### src/rtl/sseg_pkg.sv
// Shared definitions for the multiplexed seven-segment display: segment
// patterns, converter state encoding and sizing helpers.
package sseg_pkg;

    // Segment order {a,b,c,d,e,f,g}, bit 6 = a, 1 = lit.
    localparam logic [6:0] SEG_0     = 7'b1111110;
    localparam logic [6:0] SEG_1     = 7'b0110000;
    localparam logic [6:0] SEG_2     = 7'b1101101;
    localparam logic [6:0] SEG_3     = 7'b1111001;
    localparam logic [6:0] SEG_4     = 7'b0110011;
    localparam logic [6:0] SEG_5     = 7'b1011011;
    localparam logic [6:0] SEG_6     = 7'b1011111;
    localparam logic [6:0] SEG_7     = 7'b1110000;
    localparam logic [6:0] SEG_8     = 7'b1111111;
    localparam logic [6:0] SEG_9     = 7'b1111011;
    localparam logic [6:0] SEG_A     = 7'b1110111;
    localparam logic [6:0] SEG_B     = 7'b0011111;
    localparam logic [6:0] SEG_C     = 7'b1001110;
    localparam logic [6:0] SEG_D     = 7'b0111101;
    localparam logic [6:0] SEG_E     = 7'b1001111;
    localparam logic [6:0] SEG_F     = 7'b1000111;
    localparam logic [6:0] SEG_BLANK = 7'b0000000;

    typedef enum logic [1:0] {
        ST_IDLE,
        ST_SHIFT,
        ST_COMMIT
    } conv_state_e;

    function automatic logic [6:0] seg_decode(input logic [3:0] nibble);
        case (nibble)
            4'h0: return SEG_0;
            4'h1: return SEG_1;
            4'h2: return SEG_2;
            4'h3: return SEG_3;
            4'h4: return SEG_4;
            4'h5: return SEG_5;
            4'h6: return SEG_6;
            4'h7: return SEG_7;
            4'h8: return SEG_8;
            4'h9: return SEG_9;
            4'hA: return SEG_A;
            4'hB: return SEG_B;
            4'hC: return SEG_C;
            4'hD: return SEG_D;
            4'hE: return SEG_E;
            default: return SEG_F;
        endcase
    endfunction

    // ceil(width * log10(2)) in fixed point: decimal digits needed for 2^width-1.
    function automatic int bcd_nibbles(input int width);
        return (width * 30103 + 99999) / 100000;
    endfunction

endpackage

### src/rtl/bin2bcd_seq.sv
// Iterative double-dabble: one add-3-then-shift step per clock, WIDTH steps
// per conversion. done flags the final step; bcd is complete the cycle after.
module bin2bcd_seq #(
    parameter int WIDTH = 16,
    parameter int NB    = 5
) (
    input  logic              clk,
    input  logic              reset,
    input  logic              start,
    input  logic [WIDTH-1:0]  din,
    output logic              busy,
    output logic              done,
    output logic [4*NB-1:0]   bcd
);

    localparam int CNT_W = $clog2(WIDTH + 1);

    logic [WIDTH-1:0] bin_q;
    logic [4*NB-1:0]  bcd_q;
    logic [4*NB-1:0]  bcd_adj;
    logic [CNT_W-1:0] cnt_q;
    logic             busy_q;

    always_comb begin
        // NOTE: default assignment first so no path leaves bcd_adj unassigned (no latch).
        bcd_adj = bcd_q;
        for (int i = 0; i < NB; i++) begin
            if (bcd_q[4*i +: 4] >= 4'd5)
                bcd_adj[4*i +: 4] = bcd_q[4*i +: 4] + 4'd3;
        end
    end

    // NOTE: state updates use non-blocking assignments so every register samples pre-edge values.
    always_ff @(posedge clk) begin
        if (!reset) begin
            bin_q  <= '0;
            bcd_q  <= '0;
            cnt_q  <= '0;
            busy_q <= 1'b0;
        end else if (start && !busy_q) begin
            bin_q  <= din;
            bcd_q  <= '0;
            cnt_q  <= CNT_W'(WIDTH);
            busy_q <= 1'b1;
        end else if (busy_q) begin
            bcd_q <= {bcd_adj[4*NB-2:0], bin_q[WIDTH-1]};
            bin_q <= bin_q << 1;
            cnt_q <= cnt_q - CNT_W'(1);
            if (cnt_q == CNT_W'(1))
                busy_q <= 1'b0;
        end
    end

    assign busy = busy_q;
    assign done = busy_q && (cnt_q == CNT_W'(1));
    assign bcd  = bcd_q;

endmodule

### src/rtl/sseg_scan_display.sv
// Multiplexed seven-segment driver: binary-to-BCD or hex load into a display
// register, leading-zero blanking, per-digit dp and prescaled digit scanning.
module sseg_scan_display
    import sseg_pkg::*;
#(
    parameter int DATA_WIDTH     = 16,
    parameter int DIGITS         = 5,
    parameter int PRESCALE       = 1000,
    parameter int SEG_ACTIVE_LOW = 1,
    parameter int DIG_ACTIVE_LOW = 1
) (
    input  logic                  clk,
    input  logic                  reset,
    input  logic [DATA_WIDTH-1:0] value,
    input  logic                  load,
    input  logic                  hex_mode,
    input  logic                  blank_lz,
    input  logic [DIGITS-1:0]     dp_mask,
    output logic                  busy,
    output logic                  overflow,
    output logic [7:0]            sseg,
    output logic [DIGITS-1:0]     digits
);

    localparam int NB     = bcd_nibbles(DATA_WIDTH);
    localparam int DISP_W = 4 * DIGITS;
    localparam int BCD_W  = 4 * NB;
    localparam int EXT_W  = DATA_WIDTH + BCD_W + DISP_W;
    localparam int PS_W   = $clog2(PRESCALE);
    localparam int IDX_W  = (DIGITS > 1) ? $clog2(DIGITS) : 1;
    localparam logic [7:0]        SEG_INV = (SEG_ACTIVE_LOW != 0) ? 8'hFF : 8'h00;
    localparam logic [DIGITS-1:0] DIG_INV = (DIG_ACTIVE_LOW != 0) ? '1 : '0;

    conv_state_e       state_q;
    logic              busy_q;
    logic              ovf_q;
    logic [DISP_W-1:0] disp_q;
    logic [PS_W-1:0]   ps_q;
    logic [IDX_W-1:0]  idx_q;
    logic [7:0]        sseg_q;
    logic [DIGITS-1:0] digits_q;

    logic              conv_start;
    logic              conv_busy;
    logic              conv_done;
    logic [BCD_W-1:0]  conv_bcd;

    // Zero-extend both sources so any nibble beyond the display can be tested.
    logic [EXT_W-1:0]  value_ext;
    logic [EXT_W-1:0]  bcd_ext;
    assign value_ext = EXT_W'(value);
    assign bcd_ext   = EXT_W'(conv_bcd);

    assign conv_start = (state_q == ST_IDLE) && load && !hex_mode && !conv_busy;

    bin2bcd_seq #(
        .WIDTH (DATA_WIDTH),
        .NB    (NB)
    ) u_bin2bcd (
        .clk   (clk),
        .reset (reset),
        .start (conv_start),
        .din   (value),
        .busy  (conv_busy),
        .done  (conv_done),
        .bcd   (conv_bcd)
    );

    always_ff @(posedge clk) begin
        // NOTE: the display register is a handful of flops, not a RAM, so it is reset like any state.
        if (!reset) begin
            state_q <= ST_IDLE;
            busy_q  <= 1'b0;
            ovf_q   <= 1'b0;
            disp_q  <= '0;
        end else begin
            case (state_q)
                ST_IDLE: begin
                    if (load) begin
                        if (hex_mode) begin
                            disp_q <= value_ext[DISP_W-1:0];
                            ovf_q  <= |(value_ext >> DISP_W);
                        end else begin
                            state_q <= ST_SHIFT;
                            busy_q  <= 1'b1;
                        end
                    end
                end
                ST_SHIFT: begin
                    if (conv_done)
                        state_q <= ST_COMMIT;
                end
                ST_COMMIT: begin
                    disp_q  <= bcd_ext[DISP_W-1:0];
                    ovf_q   <= |(bcd_ext >> DISP_W);
                    state_q <= ST_IDLE;
                    busy_q  <= 1'b0;
                end
                default: begin
                    state_q <= ST_IDLE;
                    busy_q  <= 1'b0;
                end
            endcase
        end
    end

    logic [IDX_W-1:0]  nidx;
    logic [DIGITS-1:0] lz_mask;
    logic              all_zero;
    logic [3:0]        nib_sel;
    logic              blank_sel;
    logic [7:0]        seg_raw;
    logic [DIGITS-1:0] dig_raw;

    assign nidx = (idx_q == IDX_W'(DIGITS - 1)) ? '0 : idx_q + IDX_W'(1);

    // lz_mask[i]: every nibble from i up to the top digit is zero.
    always_comb begin
        lz_mask  = '0;
        all_zero = 1'b1;
        for (int i = DIGITS - 1; i >= 0; i--) begin
            all_zero   = all_zero & (disp_q[4*i +: 4] == 4'd0);
            lz_mask[i] = all_zero;
        end
    end

    assign nib_sel   = disp_q[int'(nidx)*4 +: 4];
    assign blank_sel = blank_lz && (nidx != '0) && lz_mask[nidx];
    assign seg_raw   = {dp_mask[nidx], blank_sel ? SEG_BLANK : seg_decode(nib_sel)};
    assign dig_raw   = DIGITS'(1) << nidx;

    // digits and sseg load together on the prescaler wrap so they never disagree.
    always_ff @(posedge clk) begin
        if (!reset) begin
            ps_q     <= '0;
            idx_q    <= IDX_W'(DIGITS - 1);
            sseg_q   <= SEG_INV;
            digits_q <= DIG_INV;
        end else if (ps_q == PS_W'(PRESCALE - 1)) begin
            ps_q     <= '0;
            idx_q    <= nidx;
            sseg_q   <= seg_raw ^ SEG_INV;
            digits_q <= dig_raw ^ DIG_INV;
        end else begin
            ps_q <= ps_q + PS_W'(1);
        end
    end

    assign busy     = busy_q;
    assign overflow = ovf_q;
    assign sseg     = sseg_q;
    assign digits   = digits_q;

endmodule

### config.mk
export PLATFORM = sky130hd
export DESIGN_NAME = sseg_scan_display
export DESIGN_NICKNAME = d
export VERILOG_FILES = /design/src/rtl/sseg_pkg.sv /design/src/rtl/bin2bcd_seq.sv /design/src/rtl/sseg_scan_display.sv
export SDC_FILE = /design/constraint.sdc
export NUM_CORES = 1
export LEC_CHECK = 0
export CAP_MARGIN = 10
export CORE_MARGIN = 3
export CORE_UTILIZATION = 40
export CTS_CLUSTER_SIZE = 25
export DETAILED_ROUTE_END_ITERATION = 10
export GPL_ROUTABILITY_DRIVEN = 0
export MAX_ROUTING_LAYER = met4
export SYNTH_ARGS = -nofsm -noshare
export SYNTH_HDL_FRONTEND = slang
export SYNTH_SLANG_ARGS = --single-unit
### constraint.sdc
create_clock -name clk -period 3.2 [get_ports clk]
set_clock_uncertainty 0.15 [all_clocks]
set_input_delay 0.8 -clock clk [delete_from_list [all_inputs] [get_ports clk]]
set_output_delay 0.8 -clock clk [all_outputs]
set_load 0.02 [all_outputs]
== Word-level counts from Yosys, hierarchy flattened ==
Memories as Yosys holds them, arrays and structs flattened.
Cells that the tools add are included.
Cells by class
  $add $sub $neg: 8
  $lt $le $gt $ge: 6
  eq/ne operators: 9
  shifts and indexed selects: 2
  mux-type cells: 31
  bitwise gates (word level): 8
  reductions and logical operators: 23
Operators by type and width (count)
  20-bit 2-to-1 mux: 2
  20-bit case mux with 2 select lines: 1
  16-bit 2-to-1 mux: 2
  4-bit by 3-bit greater-or-equal comparator with 1-bit output (second input constant): 5
  4-bit logical NOT: 5
  20-bit by 6-bit variable part select with 4-bit output: 1
  4-bit by 2-bit adder with 4-bit output (second input constant): 4
  4-bit 2-to-1 mux: 4
  10-bit by 1-bit adder with 10-bit output (second input constant): 1
  10-bit == test (second input constant): 1
  5-bit 2-to-1 mux: 2
  1-bit 2-to-1 mux: 9
  3-bit AND reduction: 3
  2-bit inequality test (second input constant): 4
  8-bit NOT: 1
  1-bit logical AND: 7
  7-bit 2-to-1 mux: 1
  1-bit binary-select mux with 3-bit select: 2
  2-bit 2-to-1 mux: 3
  3-bit 2-to-1 mux: 2
  5-bit by 1-bit == test with 1-bit output (second input constant): 1
  5-bit NOT: 1
  1-bit by 3-bit << shifter with 5-bit output (first input constant): 1
  5-bit by 1-bit subtractor with 5-bit output (second input constant): 1
  other kinds (15): 23
Storage, ports and cells
  register bits after elaboration: 92
  memory bits (read-only): 112
  bits of input ports: 26
  output and inout port bits: 15
  memories kept: 1
Memory list
  (name not given): depth 16, width 7, read ports 1, clocked after Yosys merged registers in 0, wr ports 0, line sseg_pkg.sv:31  | case (nibble)

== Depth between registers and ports, before layout ==
  word-level depth: 10
  mapped depth: 13
  depth with buffers taken out: 12

== By module ==
From an unflattened synthesis, not the netlist that was laid out.
Second synthesis, totals
  cell total of the unflattened synthesis: 547
  area, all modules: 4844.6 µm²
Modules (own cells, without submodules)
  sseg_scan_display: instances 1, cells an instance 306, area each 2690.1 µm²
  bin2bcd_seq: instances 1, cells an instance 241, area each 2154.6 µm²

== Least setup slack after synthesis ==
Ideal clock, no wire load.
  path type: register to register
  start: register idx_q[0]
  end: register sseg_q[6], in the netlist sseg[6]
  arrival time: 3.031 ns
  setup slack: -0.040 ns
  stages on the path, launching flop included: 14
  period minus slack after synthesis: 3.240 ns
  path through: dfxtp_1 clkbuf_1 inv_1 ha_1 nor3b_1 or2_0 buf_2 nand3_1 a31o_2 inv_1 ha_1 nor2_1 a2111oi_0 o21ba_1
Between the ends
  word-level cells in the longest chain between the ends: 7
  elaborated cells on any way between the ends: 12
  classes of those cells: 1 x add/sub; 1 x eq/ne; 1 x shift; 4 x mux; 1 x bitwise; 3 x reduce/logical; 1 x memory
RTL lines
  start, declared: line sseg_scan_display.sv:39  | logic [IDX_W-1:0] idx_q;
  start signal, assigned: line sseg_scan_display.sv:136  | idx_q <= IDX_W'(DIGITS - 1);
  start signal, assigned: line sseg_scan_display.sv:141  | idx_q <= nidx;
  3-bit by 1-bit adder with 3-bit output or 3-bit == test (tied branches): line sseg_scan_display.sv:115  | assign nidx = (idx_q == IDX_W'(DIGITS - 1)) ? '0 : idx_q + IDX_W'(1);
  3-bit 2-to-1 mux (*): line sseg_scan_display.sv:115
  branches (longest 3 deep; another with memory 16 x 7 bit)
  7-bit 2-to-1 mux (*): line sseg_scan_display.sv:129  | assign seg_raw = {dp_mask[nidx], blank_sel ? SEG_BLANK : seg_decode(nib_sel)};
  8-bit NOT (no source line) (*)
  end signal, assigned: line sseg_scan_display.sv:142  | sseg_q <= seg_raw ^ SEG_INV;
  end, declared: line sseg_scan_display.sv:40  | logic [7:0] sseg_q;
Mark *: on every way between the ends. The select of a mux whose other input is x is not followed.
A chain may end at the register's enable or synchronous reset.

== Final worst setup path ==
Same ends and word-level chain as after synthesis.

==> results.py <==
metrics = {
    "status": {
        "status": "finished, final reports clean",
    },
    "setup_path": {
        "critical_path.max_stage_delay_ps": 370,
        "cp_max_fo": 7,
        "path_class": "reg -> reg",
        "worstPathArrival_ps": 2960,
        "worst_setup_path_end_kind": "flop",
        "crit_path_start_kind": "flop",
        "required_ps": 3280,
        "critical_path.cell_chain": "inv_1 -> ha_1 -> nor3b_1 -> a22oi_1 -> o221ai_1 -> o31a_1 -> inv_1 -> ha_1 -> nor3_1 -> a2111oi_0 -> o21ba_1",
        "cp_slowest_cell": "dfxtp_1",
        "worstRegToRegCells": 11,
    },
    "synth": {
        "synth_edf_count": 0,
        "synth_top_cell_by_area": "dfxtp_1",
        "synth.ff_latch_count": 91,
        "ys.flop_type": "dfxtp_1",
        "synth_area_leaders": "dfxtp_1 (39%), mux2i_1 (6.2%), ha_1 (6.1%), nand2_1 (6.0%), nor2_1 (5.6%)",
        "synth_top_family_by_area": "simple AND/OR/NAND/NOR gates",
        "seq_area_frac_synth_pct": 38.7,
        "syn-mean-instance-area_um2": 8.42,
        "async_flop_share_pct": 0,
        "synth_top_area_share_pct": 38.7,
        "ys_types": 59,
        "netlist_area_um2": 4710,
        "muxShareOfSynthArea_pct": 7.89,
        "syn-num-nets": 608,
        "yosysWarnings": 0,
        "synth-compound-area-share_pct": 18.4,
        "yosys.area_share.simple_pct": 20.4,
        "synthCells": 559,
        "synthXorXnorAreaFrac_pct": 3.72,
        "synthAdderAreaFrac_pct": 6.11,
    },
    "die": {
        "rows": 38,
        "coreArea_um2": 11200,
        "io-pin-count": 41,
        "die_area_um2": 13100,
        "die_h_um": 114,
        "initial_core_util_pct": 42.1,
        "fp.dieW_um": 114,
    },
    "power": {
        "power_density_nw_per_um2": 462,
        "irDropWorstVdd_v": 0.000465,
        "power_mw": 2.58,
        "p_leak_nw": 2.24,
    },
    "global_routing": {
        "track_usage_pct": 17.4,
        "use_met3_pct": 4.07,
        "antenna_found_initial": 0,
        "grt_pass1_vias": 3816,
        "use_met1_pct": 22.3,
        "grt_pass1_wl_um": 18000,
        "grt_max_degree": 51,
        "grt_busiest_layer": "met2",
        "grt_util_met2_pct": 27.7,
        "grt_overflow": 0,
    },
    "min_path": {
        "whs_path_depth": 2,
        "min_path_type": "reg -> reg",
    },
    "timing": {
        "fin_setup_tns_ps": 0,
        "setup_viol": 0,
        "finalHoldViolCount": 0,
        "whs_ps": 317,
        "worst_pin_slew_ps": 785,
        "drv_slew": 0,
        "period_minus_slack_ps": 2880,
        "fmaxAchievable_ghz": 0.348,
        "rsz0062_at_grt": "no",
        "finalWorstSetupSlack_ps": 324,
        "fin_crit_sh_pct": 89.9,
        "slew_headroom_pct": 47.6,
    },
    "clock_tree": {
        "clkLatencyLatePin_ps": 340,
        "post_cts_buffers": 0,
        "hold_buffers": 0,
        "max-clock-path-buffers": 2,
        "clk_pin_slew_worst_paths_ps": 60,
        "cts_resized": 0,
        "clock-root-buffer": "clkbuf_16",
        "htree_levels": 3,
        "numCtsBuffers": 9,
        "cts_num_sinks": 91,
        "cts_tree": "built",
    },
    "cells_and_area": {
        "final_common_cell": "dfxtp_1",
        "fin_cells": 734,
        "design_area_um2": 5590,
        "areaGrowthSynthToFinish_pct": 18.7,
        "drive_gt1_share_pct": 7.24,
        "mostFrequentLayoutCells": "dfxtp_1 (91), nand2_1 (75), nor2_1 (69)",
        "final_util_pct": 50.0,
        "diodes": 0,
        "final_nets": 639,
    },
    "placement": {
        "io_buffers": 39,
        "dpl.cell_count": 719,
        "hpwl_um": 7760,
        "dpl_cell_area_um2": 5270,
        "dp_slack_ps": 301,
    },
    "route": {
        "vias": 3988,
        "drt-vias-per-instance": 5.43,
        "dr.pass1.iters": 4,
        "drtIter0Drc": 192,
        "wirelength_um": 10600,
        "ant_nets": 0,
        "remaining_drc_errors": 0,
        "wl_per_cell_um": 14.5,
    },
    "flow_run": {
        "cap_viol_max_count": 0,
    },
}
==> per-layer routing <==
layer,vias up,part of all wire [%]
met5,-,0
met4,0,1.2
met3,12,3.4
met2,57,46
met1,1905,49
li1,2014,-
==> cells by family after synthesis <==
group	Yosys count
adders and majority gates	23
xor gates and xnor gates	20
buffers and inverters	54
and+or+nand+nor	214
DFF	91
muxes	34
AOI/OAI and AO/OA	122
other	1
==> critical path: cells and delay by family (launching register included) <==
family | cells | cell delay (ps)
AO/OA/AOI/OAI | 5 | 910
adder cells (fa/ha/maj) | 2 | 570
AND/OR/NAND/NOR | 2 | 570
flip-flops | 1 | 370
buffers and inverters | 2 | 210
==> Yosys cell counts, drive strengths merged (11+ instances only) <==
cell type	number
ha	23
nor2	70
nor3	11
nand3	15
a311oi	14
clkbuf	26
o211a	18
inv	22
a21oi	30
mux2i	30
o21ai	26
nand2	75
dfxtp	91
==> flip-flops by register name (all words and copies together), names as in the netlist <==
name	cells
u_bin2bcd.busy	1
digits	5
disp_q	20
busy	1
idx_q	3
state_q	2
sseg	8
u_bin2bcd.cnt_q	5
u_bin2bcd.bcd	20
ps_q	10
u_bin2bcd.bin_q	16
==> cell type report <==
| type | count | area [um2] |
|---|---|---|
| multi-input combinational | 414 | 2680 |
| sequential | 91 | 1820 |
| tap | 140 | 175 |
| timing repair buffer | 52 | 513 |
| clock inverter | 3 | 46.3 |
| clock buffer | 12 | 267 |
| inverter | 22 | 82.6 |
| fill | 1055 | 5580 |
==> final timing paths <==
path / startpoint / to / slack, ps
setup / recovery: idx_q[0]$_SDFFE_PN0P_ / sseg[6]$_SDFFE_PN1P_ / 320
hold / removal: sseg[7]$_SDFFE_PN1P_ / sseg[7]$_SDFFE_PN1P_ / 320
setup reg to reg: idx_q[0]$_SDFFE_PN0P_ / sseg[6]$_SDFFE_PN1P_ / 320
hold reg to reg: sseg[7]$_SDFFE_PN1P_ / sseg[7]$_SDFFE_PN1P_ / 320
==> power breakdown <==
| part | leakage, nW | switching [mW] | internal, mW |
|---|---|---|---|
| Clock | 0.151 | 0.429 | 0.666 |
| Sequential | 0.741 | 0.0363 | 1.18 |
| Combinational | 1.35 | 0.142 | 0.129 |
| Total | 2.24 | 0.607 | 1.97 |
(Power assumes the default switching activity.)
